$ cat src/rtl/scd_core.sv
// scd_core: 16-bit multi-cycle CPU with a 128x16 unified memory.
// A loader fills memory while rst is high; halted flags program end.
module scd_core (
    input  logic        clk,
    input  logic        rst,
    input  logic        ld_we,
    input  logic [6:0]  ld_addr,
    input  logic [15:0] ld_data,
    output logic        halted,
    output logic [7:0]  dbg_pc
);

    typedef enum logic [1:0] {
        S_FETCH = 2'd0,
        S_EXEC  = 2'd1,
        S_WB    = 2'd2,
        S_HALT  = 2'd3
    } state_t;

    state_t      r_state;
    state_t      w_next;
    logic [7:0]  r_pc;
    logic [7:0]  w_pc_nxt;
    logic [15:0] r_ir;
    logic [15:0] r_rf [16];
    logic [15:0] r_mem [128];
    logic [15:0] r_mem_out;
    logic        r_halted;

    logic [15:0] w_ins;
    logic [3:0]  w_op;
    logic [3:0]  w_d;
    logic [3:0]  w_a;
    logic [3:0]  w_b;
    logic [7:0]  w_imm;
    logic [15:0] w_ra;
    logic [15:0] w_rb;
    logic [15:0] w_rd;
    logic [15:0] w_alu;
    logic [6:0]  w_ea_word;
    logic [6:0]  w_mem_word;
    logic        w_mem_we;
    logic        w_rf_we;
    logic [15:0] w_rf_wd;
    logic        w_halt_set;

    // In EXEC decode straight from the memory output; IR serves WB.
    assign w_ins = (r_state == S_EXEC) ? r_mem_out : r_ir;
    assign w_op  = w_ins[15:12];
    assign w_d   = w_ins[11:8];
    assign w_a   = w_ins[7:4];
    assign w_b   = w_ins[3:0];
    assign w_imm = w_ins[7:0];
    assign w_ra  = r_rf[w_a];
    assign w_rb  = r_rf[w_b];
    assign w_rd  = r_rf[w_d];

    // Effective address is an 8-bit byte address; bit 0 selects nothing.
    assign w_ea_word = 7'((w_ra[7:0] + w_rb[7:0]) >> 1);

    assign halted = r_halted;
    assign dbg_pc = r_pc;

    // ALU result for opcodes 1..7, mod 2^16, no flags.
    always_comb begin
        w_alu = '0;
        case (w_op)
            4'h1:    w_alu = w_ra + w_rb;
            4'h2:    w_alu = w_ra - w_rb;
            4'h3:    w_alu = w_ra & w_rb;
            4'h4:    w_alu = w_ra | w_rb;
            4'h5:    w_alu = w_ra ^ w_rb;
            4'h6:    w_alu = w_ra << w_rb[3:0];
            4'h7:    w_alu = w_ra >> w_rb[3:0];
            default: w_alu = '0;
        endcase
    end

    // Next-state, PC, memory bus and register write control.
    always_comb begin
        w_next     = r_state;
        w_pc_nxt   = r_pc;
        w_mem_word = r_pc[7:1];
        w_mem_we   = 1'b0;
        w_rf_we    = 1'b0;
        w_rf_wd    = w_alu;
        w_halt_set = 1'b0;
        unique case (r_state)
            S_FETCH: w_next = S_EXEC;
            S_EXEC: begin
                w_next   = S_FETCH;
                w_pc_nxt = r_pc + 8'd2;
                case (w_op)
                    4'h1, 4'h2, 4'h3, 4'h4,
                    4'h5, 4'h6, 4'h7: w_rf_we = 1'b1;
                    4'h8: w_pc_nxt = w_imm;
                    4'h9: begin
                        if (w_rd == 16'h0000) w_pc_nxt = w_imm;
                    end
                    4'hC: begin
                        w_halt_set = 1'b1;
                        w_next     = S_HALT;
                    end
                    4'hD: begin
                        w_mem_word = w_ea_word;
                        w_mem_we   = 1'b1;
                    end
                    4'hE: begin
                        w_mem_word = w_ea_word;
                        w_next     = S_WB;
                    end
                    4'hF: begin
                        w_rf_we = 1'b1;
                        w_rf_wd = {8'h00, w_imm};
                    end
                    default: ;
                endcase
            end
            S_WB: begin
                w_rf_we = 1'b1;
                w_rf_wd = r_mem_out;
                w_next  = S_FETCH;
            end
            S_HALT: w_next = S_HALT;
        endcase
    end

    // Memory: loader owns the write port in reset, core otherwise.
    always_ff @(posedge clk) begin
        if (rst) begin
            if (ld_we) r_mem[ld_addr] <= ld_data;
        end else if (w_mem_we) begin
            r_mem[w_mem_word] <= w_rd;
        end
        r_mem_out <= r_mem[w_mem_word];
    end

    // Control state: FSM, PC, IR and halted flag.
    always_ff @(posedge clk) begin
        if (rst) begin
            r_state  <= S_FETCH;
            r_pc     <= '0;
            r_ir     <= '0;
            r_halted <= 1'b0;
        end else begin
            r_state <= w_next;
            r_pc    <= w_pc_nxt;
            if (r_state == S_EXEC) r_ir <= r_mem_out;
            if (w_halt_set) r_halted <= 1'b1;
        end
    end

    // Register file: cleared in reset, one write port.
    always_ff @(posedge clk) begin
        if (rst) begin
            for (int i = 0; i < 16; i++) r_rf[i] <= '0;
        end else if (w_rf_we) begin
            r_rf[w_d] <= w_rf_wd;
        end
    end

endmodule

$ cat config.mk
export PLATFORM = sky130hd
export DESIGN_NAME = scd_core
export DESIGN_NICKNAME = d
export VERILOG_FILES = /design/src/rtl/scd_core.sv
export SDC_FILE = /design/constraint.sdc
export NUM_CORES = 2
export LEC_CHECK = 0
export ABC_AREA = 1
export CAP_MARGIN = 20
export CORE_MARGIN = 5
export CORE_UTILIZATION = 40
export CTS_CLUSTER_SIZE = 24
export DETAILED_ROUTE_END_ITERATION = 16
export HOLD_SLACK_MARGIN = 0.12
export MAX_ROUTING_LAYER = met4
export PLACE_DENSITY = 0.58
export SLEW_MARGIN = 20
export SYNTH_ARGS = -nofsm -noshare
export SYNTH_HDL_FRONTEND = slang
export SYNTH_SLANG_ARGS = --single-unit
$ cat constraint.sdc
create_clock -name clk -period 11.3 [get_ports clk]
set_input_delay 2.825 -clock clk [delete_from_list [all_inputs] [get_ports clk]]
set_output_delay 2.825 -clock clk [all_outputs]
set_load 0.01 [all_outputs]
# Word-level counts from Yosys, hierarchy flattened
# Memories as Yosys holds them, arrays and structs flattened. A register that Yosys moved wholly into a read port is not among the register bits.
# Cells that the tools add are included.
# W data, S select, Z words.
dict set report totals {
  ff_bits 27
  latch_bits 0
  ram_bits 2304
  romBits 0
  in_bits 26
  wordCells 70
  mem_count 2
}
# memory words word_bits read_ports rd_clocked_by_memory_dff wr line_no
set mem_list {}
lappend mem_list {r_mem 128 16 1 1 1 26} ;# logic [15:0] r_mem [128];
lappend mem_list {r_rf 16 16 3 0 16 25} ;# logic [15:0] r_rf [16];
dict set report op_classes {
  add_sub_neg 4
  mul 0
  n_div 0
  magnitude_cmp 0
  eq_ne 16
  shifts 2
  mux 33
  bitwise_logic 3
  n_reduce_logical 6
}
# cell n
set op_table {}
lappend op_table {{$pmux W16 S7} 1}
lappend op_table {{$mux W16} 4}
lappend op_table {{$pmux W16 S2} 1}
lappend op_table {{$reduce_or A16 Y1} 2}
lappend op_table {{$eq A4 B4 Y1 const B} 6}
lappend op_table {{$mux W7} 3}
lappend op_table {{$mux W1} 18}
lappend op_table {{$add A16 B16 Y16} 1}
lappend op_table {{$and A16 B16 Y16} 1}
lappend op_table {{$eq A4 B3 Y1 const B} 4}
lappend op_table {{$logic_not A16 Y1} 1}
lappend op_table {{$or A16 B16 Y16} 1}
lappend op_table {{$pmux W8 S2} 1}
lappend op_table {{$shl A16 B4 Y16} 1}
lappend op_table {{$shr A16 B4 Y16} 1}
lappend op_table {{$sub A16 B16 Y16} 1}
lappend op_table {{$xor A16 B16 Y16} 1}
lappend op_table {{$add A8 B2 Y8 const B} 1}
lappend op_table {{$add A8 B8 Y8} 1}
lappend op_table {{$eq A4 B2 Y1 const B} 2}
lappend op_table {{$mux W8} 1}
lappend op_table {{$pmux W2 S4} 1}
lappend op_table {{$reduce_or A8 Y1} 1}
lappend op_table {{$eq A2 B2 Y1 const B} 2}
lappend op_table {{other kinds (7)} 7}

# Logic depth before layout (Yosys ltp)
dict set report depth {
  depth_word 11
  depth_mapped 38
}

# Worst setup path after synthesis
# No wires, ideal clock.
dict set report synth_timing {
  path_kind {input -> register}
  from {input port rst}
  to {memory r_mem[0][11], data pin}
  arrival_time_ns 8.621
  t_required_ns 10.103
  path_slack_ns 1.482
  cell_stages 6
  n_path_buf 3
  cell_sequence {clkbuf_1 nor2_1 nand3_1 clkbuf_1 clkbuf_1 o21ai_0}
}
dict set report synth_between {
  elab_chain_len 4
}
# element line_no
set synth_lines {}
lappend synth_lines {{from (decl)} 5} ;# input logic rst,
lappend synth_lines {{$mux W1} 130} ;# if (rst) begin
lappend synth_lines {{$mux W1 (not written as such)} 133} ;# r_mem[w_mem_word] <= w_rd;
lappend synth_lines {{$reduce_or A16 Y1 (no source line)} --}
lappend synth_lines {{$mux W16 (no source line)} --}
lappend synth_lines {{to (decl)} 26}
# Every way passes these cells.

# Worst setup path after layout
dict set report layout_timing {
  from {register r_state[1]}
  to {register r_mem_out[14], read port of r_mem}
}
dict set report layout_between {
  elab_chain_len 6
}
# element line_no
set layout_lines {}
lappend layout_lines {{from (decl)} 20} ;# state_t r_state;
lappend layout_lines {{from (signal assigned)} 146} ;# r_state <= w_next;
lappend layout_lines {{$eq A2 B1 Y1 (*)} {48, 88}}
lappend layout_lines {{$mux W16} --}
lappend layout_lines {{$mem_v2 Z16 W16 / $eq A4 B4 Y1 (equally long branches)} --}
lappend layout_lines {{$add A8 B8 Y8 / $reduce_or A2 Y1 (equally long branches)} --}
lappend layout_lines {{$mux W7} 93} ;# case (w_op)
lappend layout_lines {{$mux W7 (*)} 88} ;# unique case (r_state)
lappend layout_lines {{to (decl)} 27} ;# logic [15:0] r_mem_out;
# Mark *: on every way between the ends. The rest lies on a longest branch, timed or not.
# A chain may end at the register's enable or synchronous reset.

==> summary.md <==
| Metric | Value |
|---|---|
| Syn Area/Cell | `11.37 um^2` |
| Most common cell after layout, fill and taps aside | `edfxtp_1` |
| Layout filler cell count | `23890` |
| RR Startpoint | `r_state[1]$_SDFF_PP0_` |
| # IOs | `35` |
| DR DRC count | `0` |
| Maximum fanout along the worst path | `129` |
| Hold_sp | `r_ir[15]$_SDFF_PP0_` |
| Buffer depth of the longest clock path | `3` |
| Largest net degree at the start of global routing | `220` |
| First-pass DRT Iterations | `7` |
| Clock transition at the registers of the reported paths | `0.06 ns` |
| Worst Clk Skew | `0.1823 ns` |
| Crit path largest cell delay | `0.80 ns` |
| Row Count | `188` |
| Most frequent cells in the layout | `2304 x edfxtp_1, 1658 x nand3_1, 1382 x nand2_1` |
| DR vias | `76138` |
| Routed wire length | `351.1 mm` |
| Top FF cell, synth | `edfxtp_1` |
| Ys async rst share | `0%` |
| Crit-path most repeated cell | `nand3_1` |
| R2r worst-path depth | `27` |
| Die width | `524.2 um` |
| Mapped cell area | `105800 um^2` |
| DIE HEIGHT | `524.2 um` |
| Mapped Nets | `9392` |
| Routed length per instance | `27.14 um` |
| Worst Setup Start Kind | `register` |
| Seq/Total Area, Yosys | `66.22%` |
| Root Buffer Master | `clkbuf_16` |
| Cells after Synth | `9307` |
| Layout cells sized above 1 | `14.37%` |
| Fmax | `0.1165 GHz` |
| # H-tree levels | `4` |
| WHS Path Cells | `2` |
| Yosys warns | `0` |
| RSZ-0062 raised after global routing | `false` |
| Path type of the worst setup path | `register to register` |
| EDFF count, synth | `2304` |
| Die area | `274800 um^2` |
| I/O Buffers | `34` |
| Final period util | `75.95%` |
| Global Route Usage Sum | `25.53%` |
| Post-route antenna net violation count | `0` |
| Sink Count | `2347` |
| Detailed Route Iter0 Violations | `10613` |
| R2R Setup Slk | `2.72 ns` |
| Relative slew slack | `23.13%` |
| Post-CTS sizing | `0` |
| Tmin final | `8.583 ns` |
| Setup Buffers After CTS | `0` |
| Final setup fails | `0` |
| Clock buffer count from CTS | `239` |
| Total gr overflow | `0` |
| Final #Nets | `9291` |
| Worst Hold Path EP | `r_ir[15]$_SDFF_PP0_` |
| Leading area contributor after synthesis | `edfxtp_1` |
| Final Wtd Congestion | `0.9388` |
| #FFs+latches synth | `2347` |
| Setup crit end kind | `register` |
| Worst skew pair latency | `0.95 ns` |
| LEAKAGE | `40.35 nW` |
| Area Overhead vs Synth | `11.38%` |
| Critical Path RT | `12.00 ns` |
| First-pass GRT wire length | `505.8 mm` |
| Maxcap violations | `0` |
| Worst min-delay path class | `register to register` |
| Initial antenna violation count | `4` |
| Total core area | `262700 um^2` |
| Post-DP HPWL | `198.2 mm` |
| Vias per inst | `5.886` |
| Hold Worst Slack | `0.5416 ns` |
| Slew Viols, Final | `0` |
| CTS tree | `built` |
| Slew of the pin with the lowest slew margin | `1.153 ns` |
| Status | `finished, final reports clean` |
| Netlist cell types | `53` |
| Synth area leaders | `edfxtp_1 65%, nand3_1 7.8%, o211ai_1 5.1%` |
| RR Endpoint | `r_mem_out[14]$_DFF_P_` |
| Worst-case vdd ir drop | `0.0001589 V` |
| Final-report hold violation count | `0` |
| Initial Utilization | `40.26%` |
| Vias in the first global route | `71339` |
| Setup_tns | `0 ns` |
| WP data arrival | `9.29 ns` |
| Pwr/cell area | `218.4 nW/um^2` |
| Hold buffers post-CTS | `0` |
| CP max stage cell | `ha_2` |
| Share of the synthesized area in the top cell type | `65.41%` |
## critical path, delay by kind of cell (launching register included)
kind	cells	cell delay [ns]
simple gates	13	2.51
fa+ha+maj	3	1.58
compound gates	3	0.95
flops	1	0.33
buf+inv	8	2.65
## through the flow
step / area [um^2] / setup WS [ns] / power [mW] / util, % / cells
global route: 117800 / 2.349 / 26.76 / 44.84 / 12934
CTS: 117800 / 2.971 / 25.65 / 44.83 / 12931
global placement: 110000 / 2.985 / 17.92 / 41.88 / 12479
detailed placement: 110100 / 3.018 / 17.95 / 41.89 / 12480
floorplan: 105800 / 1.482 / 15.11 / - / 9307
finish: 117800 / 2.717 / 25.73 / 44.84 / 12936
## power by group
| part | total [mW] | switching, mW | internal, mW | leakage [nW] |
|---|---|---|---|---|
| sequential | 9.82 | 0.117 | 9.71 | 21.4 |
| combinational | 8.14 | 6.03 | 2.10 | 15.2 |
| clock | 7.77 | 3.47 | 4.29 | 3.73 |
| total | 25.7 | 9.62 | 16.1 | 40.3 |
## final cells by class
| type | count | area (um^2) | share of cell area (%) |
|---|---|---|---|
| Inverter | 529 | 2017 | 1.712 |
| Multi-Input combinational cell | 5767 | 30800 | 26.15 |
| Antenna cell | 5 | 12.51 | 0.01062 |
| Sequential cell | 2347 | 70050 | 59.46 |
| Timing Repair Buffer | 322 | 2805 | 2.381 |
| Tap cell | 3515 | 4398 | 3.733 |
| Clock inverter | 169 | 1579 | 1.340 |
| Clock buffer | 282 | 6152 | 5.222 |
## kinds of logic (layout without fill, tap and decap cells)
family | Yosys count | in the layout | synth area share, %
xor gates and xnor gates | 23 | 23 | 0.1904
buffers and inverters | 1193 | 1302 | 4.941
adders and majority gates | 59 | 59 | 0.7121
and+or+nand+nor | 3998 | 3998 | 17.73
DFF | 2347 | 2347 | 66.22
other | 0 | 5 | 0
AOI/OAI and AO/OA | 1687 | 1687 | 10.20
## cells in the mapped netlist (5+ instances only)
cell type and count:
buf_4 44, or2_2 555, nor3_1 5, nor2_2 13
xor2_1 22, o22ai_1 27, a31oi_1 7, nand2_2 33
a21oi_2 32, o211ai_1 712, nand3_1 1659, clkbuf_1 273
a221oi_1 10, edfxtp_1 2304, clkinv_1 19, a22oi_1 94
o21ai_1 60, o21ai_0 395, a21oi_1 321, buf_2 244
inv_1 479, nor2_4 5, a211oi_1 5, nor2_1 313
nand2_1 1387, buf_1 67, buf_6 33, nand4_1 8
inv_2 28, dfxtp_1 43, ha_1 57, o21ai_2 11
## registers in the layout, indices dropped and copies added, names as in the netlist
| register | flops |
|---|---|
| r_mem_out | 16 |
| dbg_pc | 8 |
| r_state | 2 |
| r_ir | 16 |
| halted | 1 |
| r_mem | 2048 |
| r_rf | 256 |
## worst max-delay path by stage
| stage | from | to | slack [ns] | cells after the start |
|---|---|---|---|---|
| 3_5_place_dp | r_state[1]$_SDFF_PP0_ | r_mem_out[14]$_DFF_P_ | 3.02 | 30 |
| 3_3_place_gp | r_state[1]$_SDFF_PP0_ | r_mem_out[14]$_DFF_P_ | 2.98 | 30 |
| 6_report | r_state[1]$_SDFF_PP0_ | r_mem_out[14]$_DFF_P_ | 2.72 | 27 |
| 5_1_grt | r_state[1]$_SDFF_PP0_ | r_mem_out[14]$_DFF_P_ | 2.35 | 30 |
| 4_1_cts | r_state[1]$_SDFF_PP0_ | r_mem_out[14]$_DFF_P_ | 2.97 | 30 |
| 2_1_floorplan | rst | r_mem[0][11]$_DFFE_PP_ | 1.48 | 6 |
## layer usage
layer	wire, um	part of all wire, %	vias up	track usage, %
li1	-	-	33538	-
met1	145600	41	37839	35.13
met2	157800	45	3979	38.10
met3	33230	9.5	782	4.688
met4	14460	4.1	0	9.138
met5	0	0	-	-
Power figures use the tool's default switching activity.
